<file path="src/rtl/fifo_syn.sv">
// fifo_syn: single-clock synchronous FIFO with registered read data, empty/full flags and occupancy count
module fifo_syn #(
  parameter int width = 8,
  parameter int depth = 8
) (
  input  logic                     clk,
  input  logic                     reset,
  input  logic                     fifo_wrEn,
  input  logic                     fifo_rdEn,
  input  logic [width-1:0]         fifo_wrData,
  output logic [width-1:0]         fifo_rdData,
  output logic                     fifo_empty,
  output logic                     fifo_full,
  output logic [$clog2(depth):0]   data_count
);
  localparam int aw = $clog2(depth);
  localparam logic [aw:0] full_cnt = (aw+1)'(depth);
  logic [width-1:0] mem_q [depth];
  logic [aw-1:0]    wr_ptr_q, rd_ptr_q;
  logic [aw:0]      count_q, count_d;
  logic [width-1:0] rd_data_q;
  logic             wr_ok, rd_ok;
  assign fifo_empty  = count_q == '0;
  assign fifo_full   = count_q == full_cnt;
  assign data_count  = count_q;
  assign fifo_rdData = rd_data_q;
  assign rd_ok = fifo_rdEn && !fifo_empty;
  // a read on the same edge frees the slot, so a full FIFO still accepts the write
  assign wr_ok = fifo_wrEn && (!fifo_full || rd_ok);
  always_comb begin
    count_d = count_q;
    count_d = (wr_ok && !rd_ok) ? count_q + (aw+1)'(1) :
              (rd_ok && !wr_ok) ? count_q - (aw+1)'(1) : count_q;
  end
  always_ff @(posedge clk) begin
    if (wr_ok) mem_q[wr_ptr_q] <= fifo_wrData;
  end
  always_ff @(posedge clk or posedge reset) begin
    if (reset) begin
      wr_ptr_q  <= '0;
      rd_ptr_q  <= '0;
      count_q   <= '0;
      rd_data_q <= '0;
    end else begin
      count_q <= count_d;
      if (wr_ok) wr_ptr_q <= wr_ptr_q + aw'(1);
      if (rd_ok) begin
        rd_ptr_q  <= rd_ptr_q + aw'(1);
        rd_data_q <= mem_q[rd_ptr_q];
      end
    end
  end
endmodule

</file>
<file path="config.mk">
export PLATFORM = sky130hd
export DESIGN_NAME = fifo_syn
export DESIGN_NICKNAME = d
export VERILOG_FILES = /design/src/rtl/fifo_syn.sv
export SDC_FILE = /design/constraint.sdc
export NUM_CORES = 1
export LEC_CHECK = 0
export ABC_AREA = 1
export BUFFER_PORTS_ARGS = -buffer_cell sky130_fd_sc_hd__buf_4
export CORE_MARGIN = 5
export CORE_UTILIZATION = 30
export DETAILED_ROUTE_END_ITERATION = 16
export SYNTH_ARGS = -nofsm -noshare
export SYNTH_HDL_FRONTEND = slang
export SYNTH_SLANG_ARGS = --single-unit
</file>
<file path="constraint.sdc">
create_clock -name clk -period 2.85 [get_ports clk]
set_input_delay 0.285 -clock clk [delete_from_list [all_inputs] [get_ports clk]]
set_output_delay 0.285 -clock clk [all_outputs]
set_load 0.1 [all_outputs]
</file>
==> results of run 1 <==
## through the flow
| stage | total power [W] | cell area, µm² | hold WS (ns) | util, % | instances |
|---|---|---|---|---|---|
| 2_1_floorplan | 0.00347 | 3740 | 0.223 | - | 367 |
| 3_3_place_gp | 0.00391 | 4100 | 0.446 | 33.9 | 558 |
| 3_5_place_dp | 0.00393 | 4100 | 0.469 | 33.9 | 558 |
| 4_1_cts | 0.00502 | 4380 | 0.103 | 36.2 | 574 |
| 5_1_grt | 0.00528 | 4380 | 0.157 | 36.2 | 574 |
| 6_report | 0.00498 | 4380 | 0.0707 | 36.2 | 574 |
## Yosys cell counts (all sizes together)
library cell	number
nor2	12
dfrtp	18
nand3b	1
edfxtp	64
nand2	125
xor2	1
buf	13
xnor2	4
inv	63
ha	5
fa	1
nand3	55
o21ai	4
or2	1
## registers in the layout, summed over array words and instances (netlist names)
name and cells:
wr_ptr_q 3, rd_ptr_q 3, fifo_rdData 8, mem_q 64, data_count 4
## logic make-up (layout without fill, tap and decap cells)
| family | count (synthesis) | after routing | share of synthesized area (%) |
|---|---|---|---|
| xor gates and xnor gates | 5 | 5 | 1.18 |
| buffers and inverters | 76 | 115 | 9.44 |
| and+or+nand+nor | 194 | 194 | 22.9 |
| AOI/OAI and AO/OA | 4 | 4 | 0.638 |
| DFF | 82 | 82 | 63.7 |
| adders and majority gates | 6 | 6 | 2.22 |
## critical path, delay by kind of cell (launching register included)
kind	cells	cell delay [ns]
simple gates	11	1.14
flops	1	0.51
fa+ha+maj	2	0.46
buf+inv	2	0.15
## per-layer routing
metal  routed length [µm]  share of wire, %  GRT usage, %
met2                 3750                47          18.8
met4                  240               3.0          6.51
met3                  357               4.5          1.91
met1                 3550                45          14.5
met5                    0                 0             0
## power by group
| part | internal (W) | leakage [nW] | switching [W] |
|---|---|---|---|
| sequential | 0.00155 | 0.795 | 0.000205 |
| clock | 0.000595 | 0.132 | 0.000490 |
| combinational | 0.000571 | 1.04 | 0.00156 |
## cell type report
type,instances,area (µm²)
fill,1244,7730
timing repair buffer,36,270
multi-input combinational,209,1000
tap,168,210
sequential,82,2380
clock buffer,9,225
inverter,63,239
clock inverter,7,55.1
## worst max-delay path by stage
stage                                          from                   endpoint  slack [ns]  depth (start not counted)
after floorplan           data_count[1]$_DFFE_PP0P_  data_count[3]$_DFFE_PP0P_     0.00003                         14
after global placement    data_count[1]$_DFFE_PP0P_  data_count[3]$_DFFE_PP0P_        0.59                         14
after detailed placement  data_count[1]$_DFFE_PP0P_  data_count[3]$_DFFE_PP0P_        0.55                         15
after CTS                 data_count[1]$_DFFE_PP0P_  data_count[3]$_DFFE_PP0P_        0.54                         15
after global routing      data_count[1]$_DFFE_PP0P_  data_count[3]$_DFFE_PP0P_        0.35                         15
final                     data_count[1]$_DFFE_PP0P_  data_count[3]$_DFFE_PP0P_        0.53                         15
## placed cells by master, fill, tap and decap left out, drive strengths merged
master and n:
clkbuf 9, clkinvlp 2, xnor2 4, clkinv 4, inv 64, or2 1
fa 1, edfxtp 64, nand3b 1, nor2 12, o21ai 4, dfrtp 18
xor2 1, ha 5, buf 36, nand3 55, nand2 125
==> metrics list, run 1 <==
- Result of the run: complete, no violations
- After synthesis the netlist holds a flip-flop and latch count of 82.
- The worst register-to-register path ends at data_count[3]$_DFFE_PP0P_.
* Max transition margin: 50.7%
- A synthesized cell averages 10.2 µm².
- Clock Skew: 0.00435 ns
- Clock slew seen by the registers of the worst setup and hold paths: 0.06 ns
* Overall track demand over capacity in global routing: 11.6%
- In this design, the critical path's most frequently occurring cell is nand2_1.
* Count of port buffers added during placement: 25
* Setup crit end kind: register
* CTS H-tree lvls: 3
- Maximum ir drop on the vdd rail: 0.000681 V
- Relative to the synthesized area, the layout overhead comes to 17.7%.
* Number of nets in the synthesized netlist: 385
* Slowest library cell on the worst path: dfrtp_4
- Clock tree sinks: 82
- Yosys cell types: 25
- For this run, the detailed router's first-pass iteration total came to 4.
* Library cell used as clock root buffer: clkbuf_16
- Hold bufs inserted after CTS: 0
- Summed over all nets, the half-perimeter wirelength after detailed placement is 5090 µm.
* R2R depth: 15
- Number of top-level pins: 26
- Share of layout cells above drive strength 1: 16.7%
* DRT Wirelength: 7900 µm
- In the final routed layout, each cell accounts on average for 13.8 µm.
- The number of global-route vias before repair is 2417.
* Via density: 4.22
* Critical path's largest stage delay: 0.51 ns
* Synthesized cell area: 0.00373 mm²
* Portion of the clock cycle consumed by the worst path in the final layout: 81.3%
- The floorplan step defined a core boundary enclosing 0.0121 mm².
- The count of endpoints failing hold in the final timing report came to 0.
- After detailed routing, the number of remaining DRC violations is 0.
- Across all register-to-register paths, the minimum setup slack is 0.53 ns.
* Final-layout setup total negative slack: 0 ns
* Top achievable clock speed: 432 MHz
- Number of pins with negative max-slew slack in the final report: 0
- Max-cap violations in this run came to 0.
- Sequential cell area fraction in the yosys report: 63.7%
* CTS Buf Count: 9
* Total number of placement rows: 40
* Placer Congestion: 0.796
- The repair_antennas step left the layout with diodes totalling 0.
- Post-DRT Antenna Nets: 0
* Number of antenna violations at the first check in global routing: 0
* Unrepaired setup endpoints after global routing: false
- For this run the aggregate overflow at the end of global routing stands at 0.
* Worst Path Required: 3.13 ns
- The first global-routing pass estimated 12800 µm of wire.
- TritonCTS built the clock tree.
- The synthesized design devotes to its leading area cell type 51.6% of total area.
- In this run, the number of DRC markers left after iteration 0 of detailed routing was 114.
- Class of the tightest hold or removal check: input pin to asynchronous set/reset pin
- The die covers 0.0147 mm².
* Arrival time at the worst endpoint: 2.59 ns
* CP Class: register to register
- Power density cells: 1130 mW/mm²
- Net count of the finished layout: 419
- Number of warnings issued by yosys: 0
* Reg-to-Reg Start: data_count[1]$_DFFE_PP0P_
- Routed via count: 2423
- Maximum number of pins on one net before global-route repair: 34
- Yosys attributes the largest share of cell area to edfxtp_1 (52%), nand2_1 (12%), dfrtp_1 (12%), nand3_1 (7.4%), inv_1 (6.0%).
- Pre-CTS setup slack: 0.554 ns
- The routed design could run at a clock period as short as 2.32 ns.
- Highest net fanout along the worst path: 9
- Traced cell by cell, the critical path runs through nor2_2 > nand2_1 > nor2_4 > nand2_4 > nand2_8 > inv_1 > ha_1 > inv_2 > ha_1 > or2_2 > nand2_1 > nand3_1 > nand2_1 > nand2_1 > nand2_1.
- Reported leakage power: 1.97 nW
- Skew-Pair Late Insertion Delay: 0.34 ns
- Bufs on Longest Clock Path: 2
- Cts repair resizes: 0
* Die boundary height: 121 µm
* Kind of start point of the critical path: register
- Horizontal die dimension: 121 µm
- Post-synth top area cell: edfxtp_1
- Setup violations remaining at the end of the flow were counted as 0.
- Once the clock tree was built, the setup fixing pass inserted 0 buffers.
* Gate count after technology mapping: 367
- For this configuration, the core starts out at a cell density of 30.8%.
* Final worst-path setup slack: 0.533 ns
* Transition time of the tightest slew-check pin: 0.739 ns
Note: power is estimated with default switching activity, not from simulation.
==> run 2, diff against run 1 <==
- ABC_AREA: 1 -> 0
- clock period: 2.85 -> 1.85 ns (I/O delays scaled with it)
==> metrics list, run 2 <==
* Gate count after technology mapping: 210 (was 367)
- Max transition margin: 53.1% (was 50.7%)
- The clock transition time at the flip-flop clock pins of the worst setup and hold paths is 0.09 ns (was 0.06 ns).
- Dominant cells by area after synthesis: edfxtp_1 (57%), dfrtp_1 (13%), mux2_2 (6.0%), mux2i_1 (4.8%), a221o_1 (2.7%) (was edfxtp_1 (52%), nand2_1 (12%), dfrtp_1 (12%), nand3_1 (7.4%), inv_1 (6.0%))
- Via density: 4.57 (was 4.22)
- The total clock sinks is 82 (unchanged).
- Routed via count: 1895 (was 2423)
* Net count of the finished layout: 288 (was 419)
- CP Class: register to register (unchanged)
- Number of synthesized register bits: 82 (unchanged)
* Average wire per standard cell: 15.6 µm (was 13.8 µm)
- The violation count after the first detailed-route iteration was 103 (was 114).
- Arrival time at the worst endpoint: 2.83 ns (was 2.59 ns)
- Maximum ir drop on the vdd rail: 0.00112 V (was 0.000681 V)
- Commonest cells after routing, fill and taps aside: edfxtp_1 (64), buf_4 (44), mux2_2 (18), mux2i_1 (16) (was nand2_1 (122), edfxtp_1 (64), inv_1 (59), nand3_1 (55), buf_4 (36)).
* Sequential cell area fraction in the yosys report: 70.6% (was 63.7%)
- Slowest library cell on the worst path: or4b_4 (was dfrtp_4)
- The type of element launching the critical path is a register (unchanged).
- Area fraction of the dominant cell type after synthesis: 57.2% (was 51.6%)
- Number of top-level pins: 26 (unchanged)
* Layout Area Growth over Synthesis: 30.1% (was 17.7%)
- The final weighted congestion in routability-driven placement came to 0.698 (was 0.796).
* Pre-CTS setup slack: -0.824 ns (was 0.554 ns)
* Iteration count of the initial detailed-routing pass: 4 (unchanged)
* Area of all placed cells without fillers: 0.00437 mm² (was 0.00438 mm²)
- The leakage power came to 1.59 nW (was 1.97 nW).
- Number of warnings issued by yosys: 0 (unchanged)
- The flip-flop count of the largest register after layout was 64 (unchanged).
- The worst-case hold slack is 0.0623 ns (was 0.0707 ns).
- The count of flip-flops with a built-in enable after synthesis is 64 (unchanged).
- The total power per unit cell area came to 1760 mW/mm² (was 1130 mW/mm²).
- CTS H-tree lvls: 3 (unchanged)
- Worst Path Required: 2.09 ns (was 3.13 ns)
* Final Setup Violations: 6 (was 0)
- Result of the run: finished with violations (was complete, no violations).
* Skew-Pair Late Insertion Delay: 0.35 ns (was 0.34 ns)
* Yosys cell types: 33 (was 25)
- The number of nets with antenna violations after detailed routing is 0 (unchanged).
- Overall track demand over capacity in global routing: 10.4% (was 11.6%)
- The share of layout cells above drive strength 1 came to 43.6% (was 16.7%).
- The initial core utilization is 30.9% (was 30.8%).
* Number of nets in the synthesized netlist: 228 (was 385)
* Horizontal die dimension: 116 µm (was 121 µm)
* Top achievable clock speed: 387 MHz (was 432 MHz)
- Transition time of the tightest slew-check pin: 0.703 ns (was 0.739 ns)
* Maximum number of pins on one net before global-route repair: 35 (was 34)
* Bufs on Longest Clock Path: 2 (unchanged)
* Final global-route overflow total: 0 (unchanged)
* Unrepaired setup endpoints after global routing: true (was false)
- Number of maximum-capacitance constraint violations: 0 (unchanged)
- The register bank with the most flops is mem_q (unchanged).
- Avg Inst Size Synth: 16.0 µm² (was 10.2 µm²)
- Setup crit end kind: register (unchanged)
- The global-route wire length before repair is 10400 µm (was 12800 µm).
- The post-synthesis instance area is 0.00336 mm² (was 0.00373 mm²).
* Top post-synthesis cells by count: edfxtp_1 (64), dfrtp_1 (18), mux2_2 (18), mux2i_1 (16), nand2_1 (15) (was nand2_1 (122), edfxtp_1 (64), inv_1 (60), nand3_1 (55), dfrtp_1 (18))
- The aggregate routed wire length was 6480 µm (was 7900 µm).
- The worst-case clock skew was 0.0126 ns (was 0.00435 ns).
- The setup slack after layout was -0.737 ns (was 0.533 ns).
* Final hold violation count: 0 (unchanged)
* Class of the tightest hold or removal check: input pin to register (was input pin to asynchronous set/reset pin)
* Sequence of cells on the critical path: or4b_4 > o21ai_4 > inv_2 > ha_4 > inv_4 > ha_4 > a21o_4 > a2111oi_4 > a31oi_1 > a221o_1 (was nor2_2 > nand2_1 > nor2_4 > nand2_4 > nand2_8 > inv_1 > ha_1 > inv_2 > ha_1 > or2_2 > nand2_1 > nand3_1 > nand2_1 > nand2_1 > nand2_1)
- The number of antenna violations at the first check in global routing was 0 (unchanged).
* Post-synth top area cell: edfxtp_1 (unchanged)
- Failing checks: setup timing
- The number of placement rows was 38 (was 40).
- Async S/R FF share, synth: 22.0% (unchanged)
- The number of global-route vias before repair was 1922 (was 2417).
- Overall power consumption: 0.00771 W (was 0.00498 W)
- Cell repeated most along the worst path: ha_4 (was nand2_1)
- CTS tree: done (unchanged)
- The TritonCTS buffer count came to 9 (unchanged).
- Shortest period the worst path allows: 2.59 ns (was 2.32 ns)
* Leading cell type in the layout, fill and taps excluded: edfxtp_1 (was nand2_1)
- Layout Utilization: 40.1% (was 36.2%)
* Total buffers and inverters traversed by the critical path: 2 (unchanged)
* Die boundary height: 116 µm (was 121 µm)
* Count of port buffers added during placement: 25 (unchanged)
* Placed cell areas: 0.00399 mm² (was 0.00410 mm²)
- Portion of the clock cycle consumed by the worst path in the final layout: 140% (was 81.3%)
- The area of the die was 0.0134 mm² (was 0.0147 mm²).
- The number of remaining DRC errors is 0 (unchanged).
- Number of pins with negative max-slew slack in the final report: 0 (unchanged)
- Leading cell type by number of instances after synthesis: edfxtp_1 (was nand2_1)
- The root buffer cell is clkbuf_8 (was clkbuf_16).
* Area of the placeable core: 0.0109 mm² (was 0.0121 mm²)
* Critical path's largest stage delay: 0.51 ns (about the same)
- Ant diodes: 0 (unchanged)
* Top_reg_cell synth: edfxtp_1 (unchanged)
- The kind of cell with the highest combined delay on the critical path is compound AO/OA/AOI/OAI gates (was simple AND/OR/NAND/NOR gates).
- Placed wire-length estimate: 4290 µm (was 5090 µm)
* Highest net fanout along the worst path: 2 (was 9)
## run 2: layer usage
metal / track usage, % / wire [µm] / part of all wire [%]
met1: 14.5 / 3080 / 47
met2: 15.3 / 2980 / 46
met5: 0 / 0 / 0
met4: 5.57 / 128 / 2.0
met3: 2.14 / 299 / 4.6
## run 2: cells by family after synthesis
group	Yosys count	synth area share [%]
and+or+nand+nor	36	5.18
buffers and inverters	14	2.31
adders and majority gates	6	2.46
xor gates and xnor gates	6	1.56
DFF	82	70.6
muxes	34	10.8
AOI/OAI and AO/OA	32	7.08
## run 2: final cells by class
class | instances | area (µm²)
clock buffers | 9 | 124
clock inverters | 7 | 51.3
multi-input cells | 114 | 1090
repair buffers | 58 | 517
flip-flops and latches | 82 | 2380
well taps | 140 | 175
inverters | 5 | 25.0
fillers | 988 | 6520
## run 2: what timing repair did
action                     in CTS  in global routing
setup endpoints to repair      56                 63
pin swaps                       9                  6
gates resized for setup        29                  5
hold buffers                    1                  0
hold endpoints to repair       18                  0
setup buffers                  10                  4
## run 2: final timing paths
kind	from	endpoint	depth (start not counted)	slack, ns
max	data_count[1]$_DFFE_PP0P_	data_count[3]$_DFFE_PP0P_	10	-0.74
min	fifo_wrData[3]	mem_q[6][3]$_DFFE_PP_	1	0.06
max reg2reg	data_count[1]$_DFFE_PP0P_	data_count[3]$_DFFE_PP0P_	10	-0.74
min reg2reg	fifo_rdData[6]$_DFFE_PP0P_	fifo_rdData[6]$_DFFE_PP0P_	2	0.48
max in group asynchronous	reset	data_count[1]$_DFFE_PP0P_	3	0.84
min in group asynchronous	reset	fifo_rdData[4]$_DFFE_PP0P_	3	0.50
## run 2: worst reg2reg max path, stage by stage (launching register included)
cell	delay [ns]
dfrtp_4	0.48
or4b_4	0.51
o21ai_4	0.15
inv_2	0.07
ha_4	0.17
inv_4	0.06
ha_4	0.19
a21o_4	0.20
a2111oi_4	0.27
a31oi_1	0.08
a221o_1	0.31
## run 2: through the flow
step                setup TNS (ns)  cells
floorplan                   -28.16    210
global placement             -6.01    393
detailed placement           -6.46    393
CTS                          -2.70    413
global route                 -4.65    415
finish                       -2.63    415
## run 2: power breakdown
group | switching (W) | internal (W)
Sequential | 0.000256 | 0.00243
Clock | 0.000669 | 0.000494
Combinational | 0.00238 | 0.00148
Total | 0.00331 | 0.00440
